File: src/rtl/des_pkg.sv
// Shared DES key-schedule definitions: permutation tables, shift schedule, types.
// PC-1 is applied here as a helper function so the top stays free of table plumbing.
package des_pkg;

  typedef logic [27:0] des_half_t;
  typedef logic [47:0] des_subkey_t;

  typedef enum logic {
    IDLE = 1'b0,
    RUN  = 1'b1
  } des_state_t;

  // Table entries are DES bit numbers, 1 = MSB of the source vector
  localparam logic [5:0] PC1_TAB [56] = '{
    6'd57, 6'd49, 6'd41, 6'd33, 6'd25, 6'd17, 6'd9,
    6'd1,  6'd58, 6'd50, 6'd42, 6'd34, 6'd26, 6'd18,
    6'd10, 6'd2,  6'd59, 6'd51, 6'd43, 6'd35, 6'd27,
    6'd19, 6'd11, 6'd3,  6'd60, 6'd52, 6'd44, 6'd36,
    6'd63, 6'd55, 6'd47, 6'd39, 6'd31, 6'd23, 6'd15,
    6'd7,  6'd62, 6'd54, 6'd46, 6'd38, 6'd30, 6'd22,
    6'd14, 6'd6,  6'd61, 6'd53, 6'd45, 6'd37, 6'd29,
    6'd21, 6'd13, 6'd5,  6'd28, 6'd20, 6'd12, 6'd4
  };

  localparam logic [5:0] PC2_TAB [48] = '{
    6'd14, 6'd17, 6'd11, 6'd24, 6'd1,  6'd5,
    6'd3,  6'd28, 6'd15, 6'd6,  6'd21, 6'd10,
    6'd23, 6'd19, 6'd12, 6'd4,  6'd26, 6'd8,
    6'd16, 6'd7,  6'd27, 6'd20, 6'd13, 6'd2,
    6'd41, 6'd52, 6'd31, 6'd37, 6'd47, 6'd55,
    6'd30, 6'd40, 6'd51, 6'd45, 6'd33, 6'd48,
    6'd44, 6'd49, 6'd39, 6'd56, 6'd34, 6'd53,
    6'd46, 6'd42, 6'd50, 6'd36, 6'd29, 6'd32
  };

  localparam logic [1:0] SHIFT_SCHED [16] = '{
    2'd1, 2'd1, 2'd2, 2'd2, 2'd2, 2'd2, 2'd2, 2'd2,
    2'd1, 2'd2, 2'd2, 2'd2, 2'd2, 2'd2, 2'd2, 2'd1
  };

  function automatic logic [55:0] pc1(input logic [63:0] key);
    logic [55:0] res;
    logic [5:0]  src;
    res = 56'd0;
    for (int j = 0; j < 56; j++) begin
      src = 6'd63 - PC1_TAB[6'(j)] + 6'd1;
      res[6'(55 - j)] = key[src];
    end
    return res;
  endfunction

endpackage

File: src/rtl/des_pc2.sv
// Combinational PC-2 compression of the 56-bit {C,D} state into a 48-bit subkey.
module des_pc2
  import des_pkg::*;
(
  input  logic [55:0] cd,
  output des_subkey_t sk
);

  logic [5:0] src_s;

  // Table-driven bit gather
  always_comb begin
    sk    = 48'd0;
    src_s = 6'd0;
    for (int j = 0; j < 48; j++) begin
      src_s = 6'd55 - PC2_TAB[6'(j)] + 6'd1;
      sk[6'(47 - j)] = cd[src_s];
    end
  end

endmodule

File: src/rtl/kshift.sv
// 28-bit left rotator for a DES key half; shift=0 rotates by 1, shift=1 by 2.
module kshift (
  input  logic [27:0] din,
  input  logic        shift,
  output logic [27:0] dout
);

  assign dout = shift ? {din[25:0], din[27:26]} : {din[26:0], din[27]};

endmodule

File: src/rtl/des_key_sched.sv
// Iterative DES key schedule: loads one key, then hands out the 16 subkeys
// in encrypt or decrypt order over a valid/ready interface.
module des_key_sched
  import des_pkg::*;
#(
  parameter int unsigned NROUNDS = 32'd16
) (
  input  logic        clk,
  input  logic        rst_n,
  input  logic [63:0] key_in,
  input  logic        decrypt,
  input  logic        key_valid,
  output logic        key_ready,
  output logic [47:0] sk_data,
  output logic [3:0]  sk_round,
  output logic        sk_valid,
  input  logic        sk_ready
);

  localparam logic [3:0] LAST_ROUND = 4'(NROUNDS - 32'd1);

  des_state_t  state_r;
  des_half_t   c_r, d_r;
  logic        dec_r;
  logic [3:0]  round_r;

  logic [55:0] pc1_s;
  des_half_t   c_src_s, d_src_s, c_rl_s, d_rl_s, c_rr_s, d_rr_s;
  logic        lshift_s, rshift_s;

  assign pc1_s = pc1(key_in);

  // The rotators see the fresh PC-1 halves while idle (load rotates by 1) and the state while running
  always_comb begin
    if (state_r == RUN) begin
      c_src_s  = c_r;
      d_src_s  = d_r;
      lshift_s = (SHIFT_SCHED[round_r + 4'd1] == 2'd2);
    end else begin
      c_src_s  = pc1_s[55:28];
      d_src_s  = pc1_s[27:0];
      lshift_s = 1'b0;
    end
  end

  kshift u_kshift_c (.din(c_src_s), .shift(lshift_s), .dout(c_rl_s));
  kshift u_kshift_d (.din(d_src_s), .shift(lshift_s), .dout(d_rl_s));

  assign rshift_s = (SHIFT_SCHED[4'd15 - round_r] == 2'd2);
  assign c_rr_s   = rshift_s ? {c_r[1:0], c_r[27:2]} : {c_r[0], c_r[27:1]};
  assign d_rr_s   = rshift_s ? {d_r[1:0], d_r[27:2]} : {d_r[0], d_r[27:1]};

  des_pc2 u_pc2 (.cd({c_r, d_r}), .sk(sk_data));

  assign sk_round = round_r;

  // Sequencer state and registered handshake outputs
  always_ff @(posedge clk) begin
    if (!rst_n) begin
      state_r   <= IDLE;
      c_r       <= 28'd0;
      d_r       <= 28'd0;
      dec_r     <= 1'b0;
      round_r   <= 4'd0;
      key_ready <= 1'b0;
      sk_valid  <= 1'b0;
    end else begin
      case (state_r)
        IDLE: begin
          if (key_valid && key_ready) begin
            // Decrypt starts from the unrotated halves: 28 net shifts return to PC-1(key)
            if (decrypt) begin
              c_r <= pc1_s[55:28];
              d_r <= pc1_s[27:0];
            end else begin
              c_r <= c_rl_s;
              d_r <= d_rl_s;
            end
            dec_r     <= decrypt;
            round_r   <= 4'd0;
            state_r   <= RUN;
            key_ready <= 1'b0;
            sk_valid  <= 1'b1;
          end else begin
            key_ready <= 1'b1;
            sk_valid  <= 1'b0;
          end
        end
        RUN: begin
          if (sk_ready) begin
            if (round_r == LAST_ROUND) begin
              state_r   <= IDLE;
              round_r   <= 4'd0;
              key_ready <= 1'b1;
              sk_valid  <= 1'b0;
            end else begin
              round_r <= round_r + 4'd1;
              if (dec_r) begin
                c_r <= c_rr_s;
                d_r <= d_rr_s;
              end else begin
                c_r <= c_rl_s;
                d_r <= d_rl_s;
              end
            end
          end
        end
        default: begin
          state_r   <= IDLE;
          key_ready <= 1'b0;
          sk_valid  <= 1'b0;
        end
      endcase
    end
  end

endmodule

File: config.mk
export PLATFORM = sky130hd
export DESIGN_NAME = des_key_sched
export DESIGN_NICKNAME = d
export VERILOG_FILES = /design/src/rtl/des_pkg.sv /design/src/rtl/des_pc2.sv /design/src/rtl/kshift.sv /design/src/rtl/des_key_sched.sv
export SDC_FILE = /design/constraint.sdc
export NUM_CORES = 1
export LEC_CHECK = 0
export CAP_MARGIN = 10
export CORE_MARGIN = 5
export CORE_UTILIZATION = 41
export DETAILED_ROUTE_END_ITERATION = 16
export HOLD_SLACK_MARGIN = 0.03
export PLACE_DENSITY_LB_ADDON = 0.3
export SYNTH_ARGS = -nofsm -noshare
export SYNTH_HDL_FRONTEND = slang
export SYNTH_SLANG_ARGS = --single-unit
File: constraint.sdc
create_clock -name clk -period 2.39 [get_ports clk]
set_input_delay 0.3585 -clock clk [delete_from_list [all_inputs] [get_ports clk]]
set_output_delay 0.3585 -clock clk [all_outputs]
set_load 0.01 [all_outputs]
[Word level (Yosys, flattened, before mapping)]
Memories as Yosys holds them, arrays and structs flattened.
Cells that the tools add are included.
Cells by class
  $add $sub $neg: 2
  order comparisons: 2
  equality and inequality tests: 7
  multiplexer cells: 38
  bitwise operators: 3
  reduce and logical (&&, ||, !) cells: 5
Operator list (count)
  $mux 28: 16
  $pmux 28 s2: 2
  $mux 4: 3
  $ge 5x5->1 const B: 2
  $not 4->5: 2
  $mux 1: 9
  $mux 2: 4
  $pmux 4 s2: 1
  $ne 2x2->1 const B: 3
  $pmux 1 s2: 3
  $reduce_and 2->1: 3
  $add 4x1->4 const B: 1
  $eq 2x2->1 const B: 2
  $eq 4x4->1 const B: 1
  $sub 4x4->4 const A: 1
  $reduce_and 3->1: 1
  $ne 2x1->1 const B: 1
  $logic_and 1x1->1: 1
  $not 1->1: 1
Word-level totals
  flip-flop bits (word level): 64
  bits in read-only memories: 64
  output and inout port bits: 54
  logic and storage cells: 66
  memories: 2
Memory list
  (name not given): depth 16, bits a word 2, read ports 1, clocked after memory_dff 0, write ports 0, RTL line des_key_sched.sv:49  | assign rshift_s = (SHIFT_SCHED[4'd15 - round_r] == 2'd2);
  (name not given): depth 16, bits a word 2, read ports 1, clocked after memory_dff 0, write ports 0, RTL line des_key_sched.sv:38  | lshift_s = (SHIFT_SCHED[round_r + 4'd1] == 2'd2);

[Depth between registers and ports, before layout]
Gate-level depths: netlist (run 1).
  depth in word-level cells: 12
  mapped depth: 9

[Cells and area by module]
Synthesis (run 1) repeated with hierarchy kept, for this count alone.
Second synthesis, totals
  cells, all modules: 581
  area total of the unflattened synthesis: 5131.2 um^2
Modules (own cells, without submodules)
  des_key_sched: instances 1, cells each 470, area an instance 3883.7 um^2, seq. area each 1281.2 um^2
  kshift: instances 2, cells each 31, area an instance 441.7 um^2, seq. area each 0.0 um^2
  des_pc2: instances 1, cells each 49, area an instance 364.1 um^2, seq. area each 0.0 um^2

[Least setup slack after synthesis (run 1)]
OpenSTA, ideal clock, no wires.
  path kind: register to register
  from: register round_r[1], in the netlist sk_round[1]
  to: register d_r[10]
  setup time: 0.138 ns
  arrival time: 2.053 ns
  path slack: 0.200 ns
  cell stages (with the launch flop): 9
  clock period less this slack: 2.190 ns
  path through: dfxtp_1 > inv_1 > ha_1 > or4_4 > nand3_2 > buf_12 > buf_12 > mux2i_1 > o221ai_1
On the way
  longest elaborated chain between the ends: 12
  elaborated cells between the ends (all ways): 24
  classes of those cells: 2 x add/sub; 4 x eq/ne; 13 x mux; 2 x bitwise; 1 x reduce/logical; 2 x memory
Ends and longest elaborated chain
  start: declaration: RTL line des_key_sched.sv:25  | logic [3:0] round_r;
  start signal: assignment: RTL line des_key_sched.sv:97  | round_r <= round_r + 4'd1;
  $add 4x1->4: RTL line des_key_sched.sv:38
  $not 4->5 (not written as such): RTL line des_key_sched.sv:38
  $mem_v2 16x2
  $mux 2 (not written as such) (2 in a row): RTL line des_key_sched.sv:38
  $eq 2x2->1: RTL line des_key_sched.sv:38
  $mux 1: RTL line des_key_sched.sv:35  | if (state_r == RUN) begin
  $mux 28: RTL line kshift.sv:8  | assign dout = shift ? {din[25:0], din[27:26]} : {din[26:0], din[27]};
  $mux 28: RTL line des_key_sched.sv:98  | if (dec_r) begin
  $mux 28: RTL line des_key_sched.sv:91  | if (round_r == LAST_ROUND) begin
  $mux 28: RTL line des_key_sched.sv:90  | if (sk_ready) begin
  $pmux 28 s2: RTL line des_key_sched.sv:68  | case (state_r)
  end signal: assignment: RTL line des_key_sched.sv:74  | d_r <= pc1_s[27:0];
  end signal: assignment: RTL line des_key_sched.sv:100  | d_r <= d_rr_s;
  end signal: assignment: RTL line des_key_sched.sv:103  | d_r <= d_rl_s;
  end: declaration: RTL line des_key_sched.sv:23  | des_half_t c_r, d_r;
Several ways; a longest one is shown, not always the timed one. The select of a mux whose other input is x is not followed.
A chain may end at the register's enable or synchronous reset.

[Worst setup path in the final report (run 1)]
  from: register round_r[0], in the netlist sk_round[0]
  to: register c_r[6]
On the way
  longest elaborated chain between the ends: 12
  elaborated cells between the ends (all ways): 24
  classes of those cells: 2 x add/sub; 4 x eq/ne; 13 x mux; 2 x bitwise; 1 x reduce/logical; 2 x memory
Ends and longest elaborated chain
  $add 4x1->4: RTL line des_key_sched.sv:38
  $not 4->5 (not written as such): RTL line des_key_sched.sv:38
  $mem_v2 16x2
  $mux 2 (not written as such) (2 in a row): RTL line des_key_sched.sv:38
  $eq 2x2->1: RTL line des_key_sched.sv:38
  $mux 1: RTL line des_key_sched.sv:35
  $mux 28: RTL line kshift.sv:8
  $mux 28: RTL line des_key_sched.sv:98
  $mux 28: RTL line des_key_sched.sv:91
  $mux 28: RTL line des_key_sched.sv:90
  $pmux 28 s2: RTL line des_key_sched.sv:68
  end signal: assignment: RTL line des_key_sched.sv:73  | c_r <= pc1_s[55:28];
  end signal: assignment: RTL line des_key_sched.sv:99  | c_r <= c_rr_s;
  end signal: assignment: RTL line des_key_sched.sv:102  | c_r <= c_rl_s;
  end: declaration: RTL line des_key_sched.sv:23
Several ways; a longest one is shown, not always the timed one. The select of a mux whose other input is x is not followed.

==> results of run 1 <==
[cell usage in the layout, fill, tap and decap left out, types with 4 or more instances in the layout]
cell type,count
a211oi_1,6
a21oi_1,8
a221oi_1,4
and2_1,4
buf_4,18
clkbuf_8,10
clkdlybuf4s50_1,34
conb_1,32
dfxtp_1,63
inv_1,4
mux2_2,7
mux2i_1,109
nand2_1,64
nand3_1,6
nor2_1,10
o21a_1,5
o21ai_0,13
o221ai_1,51
[cell families (layout without fill, tap and decap cells)]
family          count (synthesis)  count (layout)  synth area share (%)
buf+inv                        85              79                 13.71
compound gates                103             103                 17.86
simple gates                  111             111                 11.77
flops                          64              64                 28.48
mux                           119             119                 27.26
fa+ha+maj                       3               3                0.8346
other cells                     1              32               0.08337
[power groups by stage]
stage | Clock, mW | Combinational [mW] | Sequential, mW
global route | 0.923 | 0.374 | 1.13
CTS | 0.887 | 0.325 | 1.12
global placement | 0 | 0.318 | 1.15
detailed placement | 0 | 0.323 | 1.15
floorplan | 0 | 0.277 | 1.13
finish | 0.871 | 0.344 | 1.12
[sequential cells by signal, summed over array words and instances (netlist names)]
signal     flops
c_r           28
d_r           28
sk_round       4
dec_r          1
key_ready      1
sk_valid       1
state_r        1
[path summary, 6_finish.rpt]
path,startpoint,slack [ns],cells past startpoint,end
setup / recovery,sk_round[0],0.19,7,c_r[6]
hold / removal,sk_valid,0.47,1,sk_valid
hold reg to reg,sk_valid,0.47,1,sk_valid
setup reg to reg,sk_round[0],0.19,7,c_r[6]
[cell usage after synthesis (all sizes together)]
master / n
nand2: 64
o21a: 5
o311a: 1
nor4: 3
o221ai: 51
nor3: 3
clkbuf: 18
conb: 1
a211oi: 7
mux2: 8
nand4b: 1
dfxtp: 64
o211ai: 4
o31ai: 1
a21oi: 8
and3: 1
buf: 62
and4: 1
nor2b: 4
o21bai: 1
a31oi: 3
a311oi: 1
and2: 5
nand3: 7
o21ai: 15
inv: 4
nor2: 11
clkinv: 1
a221oi: 4
nand3b: 2
mux2i: 111
nor3b: 3
nand4: 2
or4: 2
and3b: 1
ha: 3
nor4b: 1
o211a: 2
[stage by stage]
stage	power [mW]	area, µm²	util, %	setup WS, ns	instances
2_1_floorplan	1.410	4614	-	0.1997	517
3_3_place_gp	1.463	4705	43.59	0.1029	629
3_5_place_dp	1.469	4705	43.59	0.05964	629
4_1_cts	2.333	4887	45.28	0.04778	645
5_1_grt	2.422	4997	46.30	0.05499	651
6_report	2.337	4997	46.30	0.1926	651
[timing repair]
action                     4_1_cts  5_1_grt
resized for setup                0        6
setup endpoints to repair        0       49
buffers inserted                 0        3
[layer usage]
metal | part of all wire, % | routed length, µm | vias to the layer above | GRT usage, %
met5 | 0 | 0 | - | 0
met4 | 1.3 | 139 | 0 | 5.399
met3 | 4.6 | 497 | 12 | 2.316
met2 | 47 | 5060 | 87 | 24.49
met1 | 47 | 5148 | 1802 | 21.66
li1 | - | - | 1804 | -
[final cells by class]
type	instances	area share, %
well taps	140	3.505
multi-input cells	368	54.86
clock inverters	6	0.9014
clock buffers	10	2.754
flip-flops and latches	64	25.66
inverters	5	0.3756
repair buffers	58	11.94
==> out/metrics.yaml, run 1 <==
synth_area_leaders: "dfxtp_1 28%, mux2i_1 24%, o221ai_1 9.9%, buf_4 8.2%, nand2_1 5.3%"
synthToLayoutAreaGrowth_pct: 11.10
grt_max_degree: 48
cpPeakStageDelay_ns: 0.48
n_fill_cell: 1064
switching_share_pct: 29.77
path_buf_inv: 2
remaining_drc_errors: 0
core_mm2: 0.01079
p_leak_nw: 2.346
arrival_ns: 2.40
peakVddDrop_v: 0.0003100
synthCells: 486
clk_pin_slew_ns: 0.07
synth_area_leader_cell: "dfxtp_1"
gp_congestion: 0.8592
hold_class: "reg -> reg"
fp-row-count: 38
min_period_ns: 2.197
finalHoldViolations: 0
initial_core_util_pct: 41.68
die_area_mm2: 0.01317
routed-via-count: 3705
hold_ws_ns: 0.4729
cts_tree: "done"
yosysSeqAreaShare_pct: 28.48
synth-seq-cells: 64
drt-total-wl_um: 10850
drt_iter0_drc: 218
skew_ns: 0.01125
synth.top_cell.area_share_pct: 28.48
clockBufferDepth: 2
multi_input_area_mm2: 0.002741
synth_area_mm2: 0.004498
cts_root_buf: "clkbuf_8"
seq_power_share_pct: 48.0
tns_ns: 0
cts_hold_buf: 0
finalSetupViolations: 0
drtPass1Iterations: 5
slowest_stage: "or4_4"
netlist-cell-type-count: 51
p_int_mw: 1.641
die_h_um: 114.7
status: "finished, final reports clean"
ioPinCount: 123
startpoint_type: "flop"
max_freq_mhz: 455.1
dieWidth_um: 114.7
dpl.hpwl_um: 7013
grt_pass1_wl_um: 17080
ant_nets: 0
grt-ovfl-total: 0
relSlewSlack_pct: 65.29
worstSkewPairLatency_ns: 0.35
critPathMaxFanout: 12
regArea_mm2: 0.001282
grt_pass1_vias: 3467
fin_crit_sh_pct: 91.94
required_ns: 2.60
maxSlewViolCount: 0
rsz0062_at_grt: "no"
fin_nets: 578
clock-sinks: 64
crit_type: "reg -> reg"
diodes: 0
antenna_found_initial: 0
htreeDepth: 3
power_frac_comb_pct: 14.7
yosysWarnings: 0
p_per_area_mw_per_mm2: 467.7
via_per_inst: 5.691
cts_buffers: 9
syn_area_per_cell_um2: 9.255
drive_gt1_share_pct: 11.74
power.switching_uw: 695.9
worst_pin_slew_ns: 0.5207
track_usage_pct: 15.51
p_clk_share_pct: 37.3
cp_cell_sequence: "inv_1, ha_1, or4_4, nand3_4, clkbuf_16, mux2i_1, o221ai_1"
cap_viol_max_count: 0
end_kind: "flop"
critical_path.top_delay_family: "simple AND/OR/NAND/NOR gates"
port_buffers: 34
avgRoutedWirePerCell_um: 16.66
Power figures use the tool's default switching activity.
==> run 2, diff against run 1 <==
CORE_ASPECT_RATIO = 1.5   (was unset)
==> run 2 against run 1 <==
First-iteration DRC count shrank 32%. Sequential power is essentially flat. Register-to-register slack lost 0.06 ns. Die area grew 0.33%. Largest cell class unchanged. Highest routed layer unchanged.
==> out/metrics.yaml, run 2 (synthesis gave the netlist of run 1 again) <==
cts_tree: "done"  # unchanged
maxSlewViolCount: 0  # unchanged
postCtsSetupRepairBufs: 0  # unchanged
grt_pass1_vias: 3724  # was 3467
status: "finished, final reports clean"  # unchanged
arrival_ns: 2.44  # was 2.40 ns
via_per_inst: 5.606  # was 5.691
fin_crit_sh_pct: 94.63  # was 91.94%
synthToLayoutAreaGrowth_pct: 12.96  # was 11.10%
worstSkewPairLatency_ns: 0.33  # was 0.35 ns
dieWidth_um: 95.52  # was 114.7 µm
die_h_um: 138.3  # was 114.7 µm
grt_pass1_wl_um: 18660  # was 17080 µm
final_cell_mix: "109 x mux2i_1, 64 x nand2_1, 63 x dfxtp_1, 51 x o221ai_1, 34 x clkdlybuf4s50_1"  # unchanged
critPathMaxFanout: 15  # was 12
rsz0062_at_grt: "no"  # unchanged
fp-row-count: 47  # was 38
clockBufferDepth: 2  # unchanged
avgRoutedWirePerCell_um: 16.98  # was 16.66 µm
drt_iter0_drc: 149  # was 218
end_kind: "flop"  # unchanged
drive_gt1_share_pct: 10.63  # was 11.74%
routed-via-count: 3672  # was 3705
initial_core_util_pct: 41.35  # was 41.68%
placed_cell_area_mm2: 0.004756  # was 0.004705 mm²
cts_hold_buf: 0  # unchanged
grt_max_degree: 47  # was 48
cts_root_buf: "clkbuf_16"  # was clkbuf_8
relSlewSlack_pct: 65.42  # was 65.29%
startpoint_type: "flop"  # unchanged
ant_nets: 0  # unchanged
max_freq_mhz: 442.1  # was 455.1 MHz
peakVddDrop_v: 0.0003499  # was 0.0003100 V
drt-total-wl_um: 11130  # was 10850 µm
worst_pin_slew_ns: 0.5187  # was 0.5207 ns
tns_ns: 0  # unchanged
die_area_mm2: 0.01321  # was 0.01317 mm²
p_per_area_mw_per_mm2: 568.8  # was 467.7 mW/mm²
fin_area_mm2: 0.005081  # was 0.004997 mm²
grt-ovfl-total: 0  # unchanged
hold_class: "reg -> reg"  # unchanged
gp_congestion: 0.8625  # was 0.8592
required_ns: 2.57  # was 2.60 ns
clk_pin_slew_ns: 0.05  # was 0.07 ns
fin_nets: 576  # was 578
regArea_mm2: 0.001282  # unchanged
remaining_drc_errors: 0  # unchanged
track_usage_pct: 17.23  # was 15.51%
port_buffers: 34  # unchanged
clock-sinks: 64  # unchanged
cap_viol_max_count: 0  # unchanged
crit_type: "reg -> reg"  # unchanged
htreeDepth: 3  # unchanged
finalHoldViolations: 0  # unchanged
finalSetupViolations: 0  # unchanged
final_common_cell: "mux2i_1"  # unchanged
drtPass1Iterations: 5  # unchanged
core_mm2: 0.01088  # was 0.01079 mm²
ioPinCount: 123  # unchanged
skew_ns: 0.005235  # was 0.01125 ns
cts_buffers: 9  # unchanged
p_leak_nw: 2.399  # was 2.346 nW
n_fill_cell: 1014  # was 1064
min_period_ns: 2.262  # was 2.197 ns
diodes: 0  # unchanged
dpl.hpwl_um: 7736  # was 7013 µm
multi_input_area_mm2: 0.002719  # was 0.002741 mm²
antenna_found_initial: 0  # unchanged
## run 2: metal layers
layer	GRT usage, %	vias to the layer above	wire length, µm
met1	21.26	1778	4734
met3	2.609	22	326
met5	0	-	0
met4	6.822	0	293
li1	-	1791	-
met2	29.40	81	5771
## run 2: per-stage QoR
stage               hold WS (ns)  worst slack (ns)  power, mW  cells  utilization [%]
floorplan                 0.4904            0.1997      1.410    517                -
global placement          0.4523            0.1565      1.472    640            43.71
detailed placement        0.4608           0.07761      1.477    640            43.71
CTS                       0.4756           0.06588      2.911    655            46.67
global route              0.5048           0.03119      2.990    655            46.71
finish                    0.4770            0.1282      2.890    655            46.71
## run 2: worst max-delay path, stage by stage, from the launching register on
cell and delay [ns]:
dfxtp_2 0.35, inv_1 0.08, ha_1 0.36, or4_4 0.47
nand3_2 0.12, buf_12 0.17, buf_12 0.18, mux2i_1 0.23
o221ai_1 0.15
## run 2: final cells by class
| cell class | count | share of cell area (%) |
|---|---|---|
| timing repair buffer | 56 | 10.93 |
| multi-input combinational | 368 | 53.51 |
| clock inverter | 3 | 1.280 |
| clock buffer | 12 | 5.048 |
| sequential | 64 | 25.24 |
| inverter | 5 | 0.3694 |
| tap | 147 | 3.620 |
## run 2: report_power, final
part	total (mW)	switching, mW	internal (mW)	leakage [nW]
Combinational	0.333	0.191	0.142	1.72
Sequential	1.13	0.0384	1.09	0.518
Clock	1.43	0.468	0.962	0.159
## run 2: final timing paths
kind | from | endpoint | slack (ns) | cells after the start
min reg2reg | sk_valid | sk_valid | 0.48 | 1
max reg2reg | sk_round[0] | d_r[15] | 0.13 | 8
max | sk_round[0] | d_r[15] | 0.13 | 8
min | sk_valid | sk_valid | 0.48 | 1
## run 2: what timing repair did
item,4_1_cts,5_1_grt
endpoints found under the setup margin,0,17
gates resized for setup,0,2
hold endpoints to repair,0,0
==> run 3, diff against run 2 <==
ABC_CLOCK_PERIOD_IN_PS = 2390   (was unset)
PLACE_DENSITY_LB_ADDON = 0.2   (was 0.3)
==> run 3 against run 2 <==
Cell count fell by 0.15%. Utilization fell by 0.14 points. Die area did not move. Non-clock buffer count did not move. Fmax rose by 2.3%. Via count fell by 0.46%. First-iteration DRC count fell by 4.0%. Critical path depth fell by 1. Setup slack improved by 0.052 ns. Wire length fell by 0.22%. Sequential power barely moved. Critical endpoint is now c_r[6]. Largest cell class unchanged. Highest routed layer unchanged.
==> out/metrics.yaml, run 3 (synthesis gave the netlist of run 1 again) <==
track_usage_pct: 17.37  # was 17.23%
remaining_drc_errors: 0  # unchanged
cts_root_buf: "clkbuf_16"  # unchanged
final_common_cell: "mux2i_1"  # unchanged
routed-via-count: 3655  # was 3672
crit_end: "c_r[6]"  # was d_r[15]
core_mm2: 0.01088  # unchanged
p_leak_nw: 2.390  # was 2.399 nW
startpoint: "sk_round[0]"  # unchanged
critPathMaxFanout: 15  # unchanged
drt_iter0_drc: 143  # was 149
grt-ovfl-total: 0  # unchanged
synthToLayoutAreaGrowth_pct: 12.63  # was 12.96%
seq_power_share_pct: 41.8  # was 39.0%
fin_crit_sh_pct: 92.48  # was 94.63%
cp_cell_sequence: "inv_1, ha_1, or4_4, nand3_4, buf_8, mux2i_1, o221ai_1"  # was inv_1, ha_1, or4_4, nand3_2, buf_12, buf_12, mux2i_1, o221ai_1
dieWidth_um: 95.52  # unchanged
worst_pin_slew_ns: 0.5280  # was 0.5187 ns
p_per_area_mw_per_mm2: 532.3  # was 568.8 mW/mm²
startpoint_type: "flop"  # unchanged
r2r-start: "sk_round[0]"  # unchanged
die_h_um: 138.3  # unchanged
rsz0062_at_grt: "no"  # unchanged
max_freq_mhz: 452.4  # was 442.1 MHz
htreeDepth: 3  # unchanged
drtPass1Iterations: 6  # was 5
final_cell_mix: "109 x mux2i_1, 64 x nand2_1, 63 x dfxtp_1, 51 x o221ai_1, 34 x clkdlybuf4s50_1"  # unchanged
power_frac_comb_pct: 12.4  # was 11.5%
diodes: 0  # unchanged
cpPeakStageDelay_ns: 0.48  # was 0.47 ns
skew_ns: 0.006798  # was 0.005235 ns
end_kind: "flop"  # unchanged
clk_pin_slew_ns: 0.05  # about the same
required_ns: 2.57  # about the same
grt_pass1_vias: 3663  # was 3724
cts_tree: "done"  # unchanged
hold_class: "reg -> reg"  # unchanged
slowest_stage: "or4_4"  # unchanged
p_clk_share_pct: 45.8  # was 49.5%
p_int_mw: 2.010  # was 2.193 mW
drt-total-wl_um: 11100  # was 11130 µm
cts_buffers: 9  # unchanged
clockBufferDepth: 2  # unchanged
dpl.hpwl_um: 7482  # was 7736 µm
regArea_mm2: 0.001282  # unchanged
gp_congestion: 0.8805  # was 0.8625
relSlewSlack_pct: 64.80  # was 65.42%
via_per_inst: 5.589  # was 5.606
avgRoutedWirePerCell_um: 16.97  # was 16.98 µm
reg2regPathDepth: 7  # was 8
reg2reg_setup_slack_ns: 0.18  # was 0.13 ns
hold_ws_ns: 0.4734  # was 0.4770 ns
multi_input_area_mm2: 0.002726  # was 0.002719 mm²
arrival_ns: 2.39  # was 2.44 ns
initial_core_util_pct: 41.35  # unchanged
port_buffers: 34  # unchanged
fin_nets: 576  # unchanged
maxSlewViolCount: 0  # unchanged
finalSetupViolations: 0  # unchanged
ioPinCount: 123  # unchanged
die_area_mm2: 0.01321  # unchanged
n_fill_cell: 1080  # was 1014
status: "finished, final reports clean"  # unchanged
drive_gt1_share_pct: 10.26  # was 10.63%
peakVddDrop_v: 0.0003712  # was 0.0003499 V
fp-row-count: 47  # unchanged
fin_area_mm2: 0.005066  # was 0.005081 mm²
placed_cell_area_mm2: 0.004748  # was 0.004756 mm²
grt_pass1_wl_um: 18640  # was 18660 µm
clock-sinks: 64  # unchanged
grt_max_degree: 47  # unchanged
cap_viol_max_count: 0  # unchanged
antenna_found_initial: 0  # unchanged
min_period_ns: 2.210  # was 2.262 ns
pre_cts_slack_ns: 0.05274  # was 0.07761 ns
worstReg2RegEnd: "c_r[6]"  # was d_r[15]
postLayoutCoreUtil_pct: 46.57  # was 46.71%
switching_share_pct: 25.45  # was 24.11%
ant_nets: 0  # unchanged
crit_type: "reg -> reg"  # unchanged
finalHoldViolations: 0  # unchanged
worstSkewPairLatency_ns: 0.33  # about the same
tns_ns: 0  # unchanged
power.switching_uw: 686.2  # was 696.7 µW
finalWorstSetupSlack_ns: 0.1798  # was 0.1282 ns
==> run 3: cell types whose count changed in the layout (fill, tap and decap cells not counted) <==
cell	before	now
buf_4	18	16
nand3_2	1	0
nand3_4	0	1
bufinv_16	2	0
clkbuf_16	9	10
clkinv_2	1	0
clkbuf_8	2	3
buf_8	0	1
clkbuf_1	1	2
==> run 3: cell type report <==
| class | count | share of cell area, % |
|---|---|---|
| flip-flops and latches | 64 | 25.31 |
| inverters | 5 | 0.3705 |
| repair buffers | 56 | 11.46 |
| clock buffers | 14 | 5.409 |
| multi-input cells | 368 | 53.82 |
| well taps | 147 | 3.631 |
==> run 3: worst min path at each step <==
stage | cells past startpoint | endpoint | start | slack (ns)
floorplan | 2 | c_r[6] | c_r[6] | 0.49
global placement | 1 | sk_valid | sk_valid | 0.45
detailed placement | 1 | sk_valid | sk_valid | 0.47
CTS | 1 | sk_valid | sk_valid | 0.48
global route | 1 | sk_valid | sk_valid | 0.51
finish | 1 | sk_valid | sk_valid | 0.47
==> run 3: metal layers <==
layer	global-route usage (%)	up-vias	routed length, µm
met5	0	-	0
met3	4.348	17	412
met1	21.22	1775	4800
met4	7.046	0	280
li1	-	1790	-
met2	28.63	73	5606
==> run 3: power groups by stage <==
stage,logic (mW),registers (mW),clock network [mW]
6_report,0.336,1.13,1.23
5_1_grt,0.365,1.13,1.32
4_1_cts,0.326,1.13,1.27
3_5_place_dp,0.325,1.15,0
3_3_place_gp,0.323,1.15,0
2_1_floorplan,0.277,1.13,0
==> run 3: metrics by stage <==
stage	total power [mW]	cells
2_1_floorplan	1.410	517
4_1_cts	2.720	653
6_report	2.697	654
5_1_grt	2.818	654
3_5_place_dp	1.473	639
3_3_place_gp	1.470	639
==> run 3: worst max-delay path, delay by kind of cell (launching register included) <==
family / cells / cell delay [ns]
simple gates: 2 / 0.67
fa+ha+maj: 1 / 0.36
flops: 1 / 0.35
buf+inv: 2 / 0.29
mux: 1 / 0.24
compound gates: 1 / 0.15
==> run 3: timing repair <==
item	4_1_cts	5_1_grt
hold buffers	0	0
setup buffers	0	0
endpoints found under the hold margin	0	0
endpoints found under the setup margin	0	36
resized for setup	0	5
